### config.mk
export PLATFORM = sky130hd
export DESIGN_NAME = addsub_rr_sched
export DESIGN_NICKNAME = d
export VERILOG_FILES = /design/src/rtl/addsub_rr_sched.sv
export SDC_FILE = /design/constraint.sdc
export NUM_CORES = 1
export LEC_CHECK = 0
export CORE_MARGIN = 4
export CORE_UTILIZATION = 45
export DETAILED_ROUTE_END_ITERATION = 6
export DONT_BUFFER_PORTS = 1
export HOLD_SLACK_MARGIN = 0.15
export PLACE_DENSITY_LB_ADDON = 0.1
export SYNTH_ARGS = -nofsm -noshare
export SYNTH_HDL_FRONTEND = slang
export SYNTH_SLANG_ARGS = --single-unit
export TNS_END_PERCENT = 50
### constraint.sdc
create_clock -name clk -period 2.71 [get_ports clk]
set_input_delay 0.813 -clock clk [delete_from_list [all_inputs] [get_ports clk]]
set_output_delay 0.813 -clock clk [all_outputs]
set_load 0.01 [all_outputs]
### src/rtl/addsub_rr_sched.sv
// Two-requester round-robin front end sharing one 4-bit add/sub slice.
// Each operation runs nibble-serially with a registered carry chain.
module addsub_rr_sched #(
  parameter int unsigned NIB = 4
) (
  input  logic              clk,
  input  logic              rst_n,
  input  logic              req0_valid,
  output logic              req0_ready,
  input  logic [4*NIB-1:0]  req0_a,
  input  logic [4*NIB-1:0]  req0_b,
  input  logic              req0_m,
  input  logic              req1_valid,
  output logic              req1_ready,
  input  logic [4*NIB-1:0]  req1_a,
  input  logic [4*NIB-1:0]  req1_b,
  input  logic              req1_m,
  output logic              rsp_valid,
  input  logic              rsp_ready,
  output logic [4*NIB-1:0]  rsp_sum,
  output logic              rsp_c,
  output logic              rsp_ovf,
  output logic              rsp_id
);

  localparam int unsigned W  = 4 * NIB;
  localparam int unsigned SW = (NIB > 1) ? $clog2(NIB) : 1;
  localparam logic [SW-1:0] LastStep = SW'(NIB - 1);

  typedef enum logic [1:0] {StIdle, StRun, StDone} state_e;

  state_e        state_q, state_d;
  logic          prio_q, prio_d;
  logic [SW-1:0] step_q, step_d;
  logic          carry_q, carry_d;
  logic [W-1:0]  a_q, a_d, b_q, b_d, res_q, res_d;
  logic          m_q, m_d, id_q, id_d, ovf_q, ovf_d;

  logic       any_valid, grant;
  logic [3:0] a_nib, b_nib, slice_sum;
  logic [4:0] slice_full;
  logic       cin, cout, c_msb;

  assign any_valid = req0_valid | req1_valid;
  // Contention goes to prio_q; a lone requester always wins.
  assign grant     = (req0_valid & req1_valid) ? prio_q : req1_valid;

  assign req0_ready = rst_n && (state_q == StIdle) && any_valid && !grant;
  assign req1_ready = rst_n && (state_q == StIdle) && any_valid && grant;

  always_comb begin
    a_nib = '0;
    b_nib = '0;
    for (int i = 0; i < int'(NIB); i++) begin
      if (step_q == SW'(i)) begin
        a_nib = a_q[4*i +: 4];
        b_nib = b_q[4*i +: 4] ^ {4{m_q}};
      end
    end
  end

  assign cin        = (step_q == '0) ? m_q : carry_q;
  assign slice_full = {1'b0, a_nib} + {1'b0, b_nib} + {4'b0, cin};
  assign slice_sum  = slice_full[3:0];
  assign cout       = slice_full[4];
  // Carry into the slice MSB recovered from the MSB sum bit and its operands.
  assign c_msb      = a_nib[3] ^ b_nib[3] ^ slice_sum[3];

  always_comb begin
    state_d = state_q;
    prio_d  = prio_q;
    step_d  = step_q;
    carry_d = carry_q;
    a_d     = a_q;
    b_d     = b_q;
    m_d     = m_q;
    id_d    = id_q;
    res_d   = res_q;
    ovf_d   = ovf_q;
    unique case (state_q)
      StIdle: begin
        if (any_valid) begin
          a_d     = grant ? req1_a : req0_a;
          b_d     = grant ? req1_b : req0_b;
          m_d     = grant ? req1_m : req0_m;
          id_d    = grant;
          res_d   = '0;
          step_d  = '0;
          prio_d  = ~grant;
          state_d = StRun;
        end
      end
      StRun: begin
        for (int i = 0; i < int'(NIB); i++) begin
          if (step_q == SW'(i)) res_d[4*i +: 4] = slice_sum;
        end
        carry_d = cout;
        if (step_q == LastStep) begin
          ovf_d   = c_msb ^ cout;
          state_d = StDone;
        end else begin
          step_d = step_q + 1'b1;
        end
      end
      StDone: begin
        if (rsp_ready) state_d = StIdle;
      end
      default: state_d = StIdle;
    endcase
  end

  always_ff @(posedge clk) begin
    if (!rst_n) begin
      state_q <= StIdle;
      prio_q  <= 1'b0;
      step_q  <= '0;
      carry_q <= 1'b0;
      a_q     <= '0;
      b_q     <= '0;
      m_q     <= 1'b0;
      id_q    <= 1'b0;
      res_q   <= '0;
      ovf_q   <= 1'b0;
    end else begin
      state_q <= state_d;
      prio_q  <= prio_d;
      step_q  <= step_d;
      carry_q <= carry_d;
      a_q     <= a_d;
      b_q     <= b_d;
      m_q     <= m_d;
      id_q    <= id_d;
      res_q   <= res_d;
      ovf_q   <= ovf_d;
    end
  end

  assign rsp_valid = rst_n && (state_q == StDone);
  assign rsp_sum   = res_q;
  assign rsp_c     = carry_q;
  assign rsp_ovf   = ovf_q;
  assign rsp_id    = id_q;

endmodule

==> flow_summary.yaml <==
detailed_routing:
  dr.pass1.iters: 7
  drtAntennaViolNets: 0
  route.detailed.drc: 0
  post_drt_wl_per_cell_um: 18.2
  drt-total-wl_um: 7140
  drtIter0Drc: 190
  viasPerCell: 5.92
  num_vias: 2316
timing:
  min_period_ns: 2.72
  worstMarginPinSlew_ns: 0.472
  tns_ns: -0.00846
  clock_skew_ns: 0.0106
  finalSetupViolCount: 1
  drv_slew: 0
  period_share_pct: 100
  rsz0062_at_grt: "yes"
  hold_viol: 0
  max_freq_mhz: 368
  slew_headroom_pct: 68.5
  fin_ws_ns: -0.00846
finish:
  most-common-layout-cells: "dfxtp_1 (55), a222oi_1 (27), nor2b_1 (25), inv_1 (25), buf_4 (24)"
  final_common_cell: "dfxtp_1"
  fin_util_pct: 54.7
  drive_above_1_share_pct: 23.1
  diodes: 0
  regArea_um2: 1150
  fillers: 592
  fin_nets: 391
  multi_input_area_um2: 1590
  syn_to_final_growth_pct: 14.9
grt:
  grt_use_total_pct: 19.3
  grt_pass1_vias: 2178
  antenna_found_initial: 0
  gr-total-overflow: 0
  grt_pass1_wl_um: 11400
  grt_max_degree: 40
power_and_ir_drop:
  ir_drop_uv: 332
  switching_power_mw: 0.666
  power.share.clock_pct: 33.2
  power_leakage_nw: 1.46
  combPwrFrac_pct: 21.8
  switching_share_pct: 30.2
  power_frac_seq_pct: 45.0
  p_int_mw: 1.54
  power_density_nw_per_um2: 664
floorplan:
  dieArea_um2: 7770
  die_x_um: 88.1
  initial_core_util_pct: 47.7
  die_height_um: 88.1
  core_um2: 6060
  ioPinCount: 93
  rows: 28
synthesis:
  synth_edf_count: 0
  yosysWarnings: 0
  netlist_area_um2: 2890
  synthXorXnorAreaFrac_pct: 0.909
  avgSynthCellArea_um2: 9.66
  synth_nets: 379
  ys_ff_latch: 57
  synth-simple-area-share_pct: 15.8
  synth.area.mux_share_pct: 4.50
  synthArstFlopShare_pct: 0
  synth.yosys.seq_area_share_pct: 39.5
  synth_top_family_by_area: "compound AO/OA/AOI/OAI gates"
  netlist_instances: 299
  synth_compound_area_share_pct: 26.4
  synth_flop_cell: "dfxtp_1"
  ys_types: 43
  synthAdderAreaFrac_pct: 4.42
place:
  portBuffers: 0
  dp_slack_ns: -0.0606
  globalplace.congestion: 0.810
  dp_hpwl_um: 5360
cts:
  cts_sinks: 57
  clk_pin_slew_ns: 0.07
  ctsHoldBuffers: 0
  cts_buffers: 9
  htree_levels: 3
  cts-root-buf: "clkbuf_8"
  cts_tree: "built"
  clock_path_buffers: 2
  clock_latency_ns: 0.34
critical_path:
  cp-end-kind: "flip-flop"
  max_stage_delay_ns: 0.40
  cp_top_family: "compound AO/OA/AOI/OAI gates"
  critical_path.slowest_cell: "fa_2"
  cp_cell_sequence: "buf_6 > ha_4 > a221o_1 > and3_1 > a21oi_2 > fa_2 > inv_2 > fa_2 > a21o_1 > a21oi_2 > xor2_1 > a21oi_1"
  path_buf_inv: 2
  reg2regPathDepth: 12
  crit_required_ns: 2.94
  critPathLaunchType: "flip-flop"
  crit_type: "reg -> reg"
  path_max_fanout: 8
  worst-path-stages: 12
  arrival_ns: 2.95
worst_hold_path:
  hold_path_class: "reg -> reg"
  min_path_cells: 1
run_status:
  status: "complete, but fails checks"
  violations: "setup timing"
flow_run:
  cap_violations: 0
[routing by layer]
layer / part of all wire [%] / global-route usage (%) / wire (um)
met2: 47 / 29.0 / 3350
met4: 1.6 / 7.42 / 114
met5: 0 / 0 / 0
met3: 6.4 / 5.64 / 459
met1: 45 / 26.3 / 3210
[synthesized netlist by cell type, drive strengths merged (2+ instances only)]
library cell | number | share of area, %
fa | 2 | 1.4
xnor2 | 2 | 0.61
a22o | 12 | 3.6
a21oi | 14 | 2.4
a222oi | 27 | 9.4
nand3b | 4 | 1.0
nand2b | 3 | 0.65
ha | 7 | 3.0
clkbuf | 12 | 1.6
dfxtp | 57 | 39
a221oi | 4 | 1.2
nand2 | 19 | 2.5
mux2i | 13 | 4.5
o221ai | 5 | 1.5
o32ai | 3 | 0.91
buf | 12 | 3.1
o221a | 3 | 1.2
nor2 | 6 | 1.0
a21o | 3 | 0.78
o21ai | 7 | 1.2
nor3 | 5 | 2.0
a211oi | 2 | 1.4
nand3 | 3 | 0.52
a221o | 5 | 1.7
and3 | 3 | 0.65
and4 | 2 | 0.78
nor2b | 26 | 5.6
inv | 29 | 3.8
[power groups by stage]
stage	sequential [mW]	clock, mW	combinational (mW)
floorplan	0.982	0	0.350
global placement	1.01	0	0.446
detailed placement	1.01	0	0.449
CTS	0.991	0.759	0.453
global route	1.00	0.790	0.540
finish	0.991	0.731	0.481
[logic make-up (layout without fill, tap and decap cells)]
logic type      Yosys count  count (layout)
xor+xnor                  3               3
buf+inv                  53              70
simple gates             75              75
flops                    57              57
mux                      13              13
compound gates           89              89
fa+ha+maj                 9               9
[worst reg2reg max path, cell delays in order, from the launching register on]
cell and delay [ns]:
dfxtp_4 0.37, buf_6 0.12, ha_4 0.18, a221o_1 0.35
and3_1 0.17, a21oi_2 0.14, fa_2 0.23, inv_2 0.04
fa_2 0.40, a21o_1 0.20, a21oi_2 0.15, xor2_1 0.17
a21oi_1 0.08
[cell type report]
type	count	area share [%]
Timing Repair Buffer	25	5.77
Tap cell	75	2.83
Sequential cell	57	34.5
Clock inverter	5	1.17
Multi-Input combinational cell	189	47.8
Clock buffer	11	4.56
Inverter	29	3.36
[state kept, by name, summed over array words and instances (netlist names)]
signal / cells
a_q: 16
b_q: 16
m_q: 1
prio_q: 1
rsp_c: 1
rsp_id: 1
rsp_ovf: 1
rsp_sum: 16
state_q: 2
step_q: 2
[path summary, 6_finish.rpt]
kind                            startpoint  endpoint  slack [ns]
worst min-delay path                prio_q    prio_q        0.47
worst min register to register      prio_q    prio_q        0.47
worst max-delay path             step_q[0]   rsp_ovf      -0.008
worst max register to register   step_q[0]   rsp_ovf      -0.008
[through the flow]
step	power [mW]	instances	hold WS, ns	instance area [um^2]
after floorplan	1.33	299	0.429	2900
after global placement	1.46	374	0.451	3040
after detailed placement	1.46	374	0.459	3040
after CTS	2.20	390	0.478	3240
after global routing	2.33	391	0.499	3320
final	2.20	391	0.471	3320
[repair_timing]
item,CTS,global route
buffers inserted,0,2
endpoints found under the setup margin,10,13
resized for setup,4,20
pin swaps,0,10
endpoints found under the hold margin,0,0
Power figures use the tool's default switching activity.
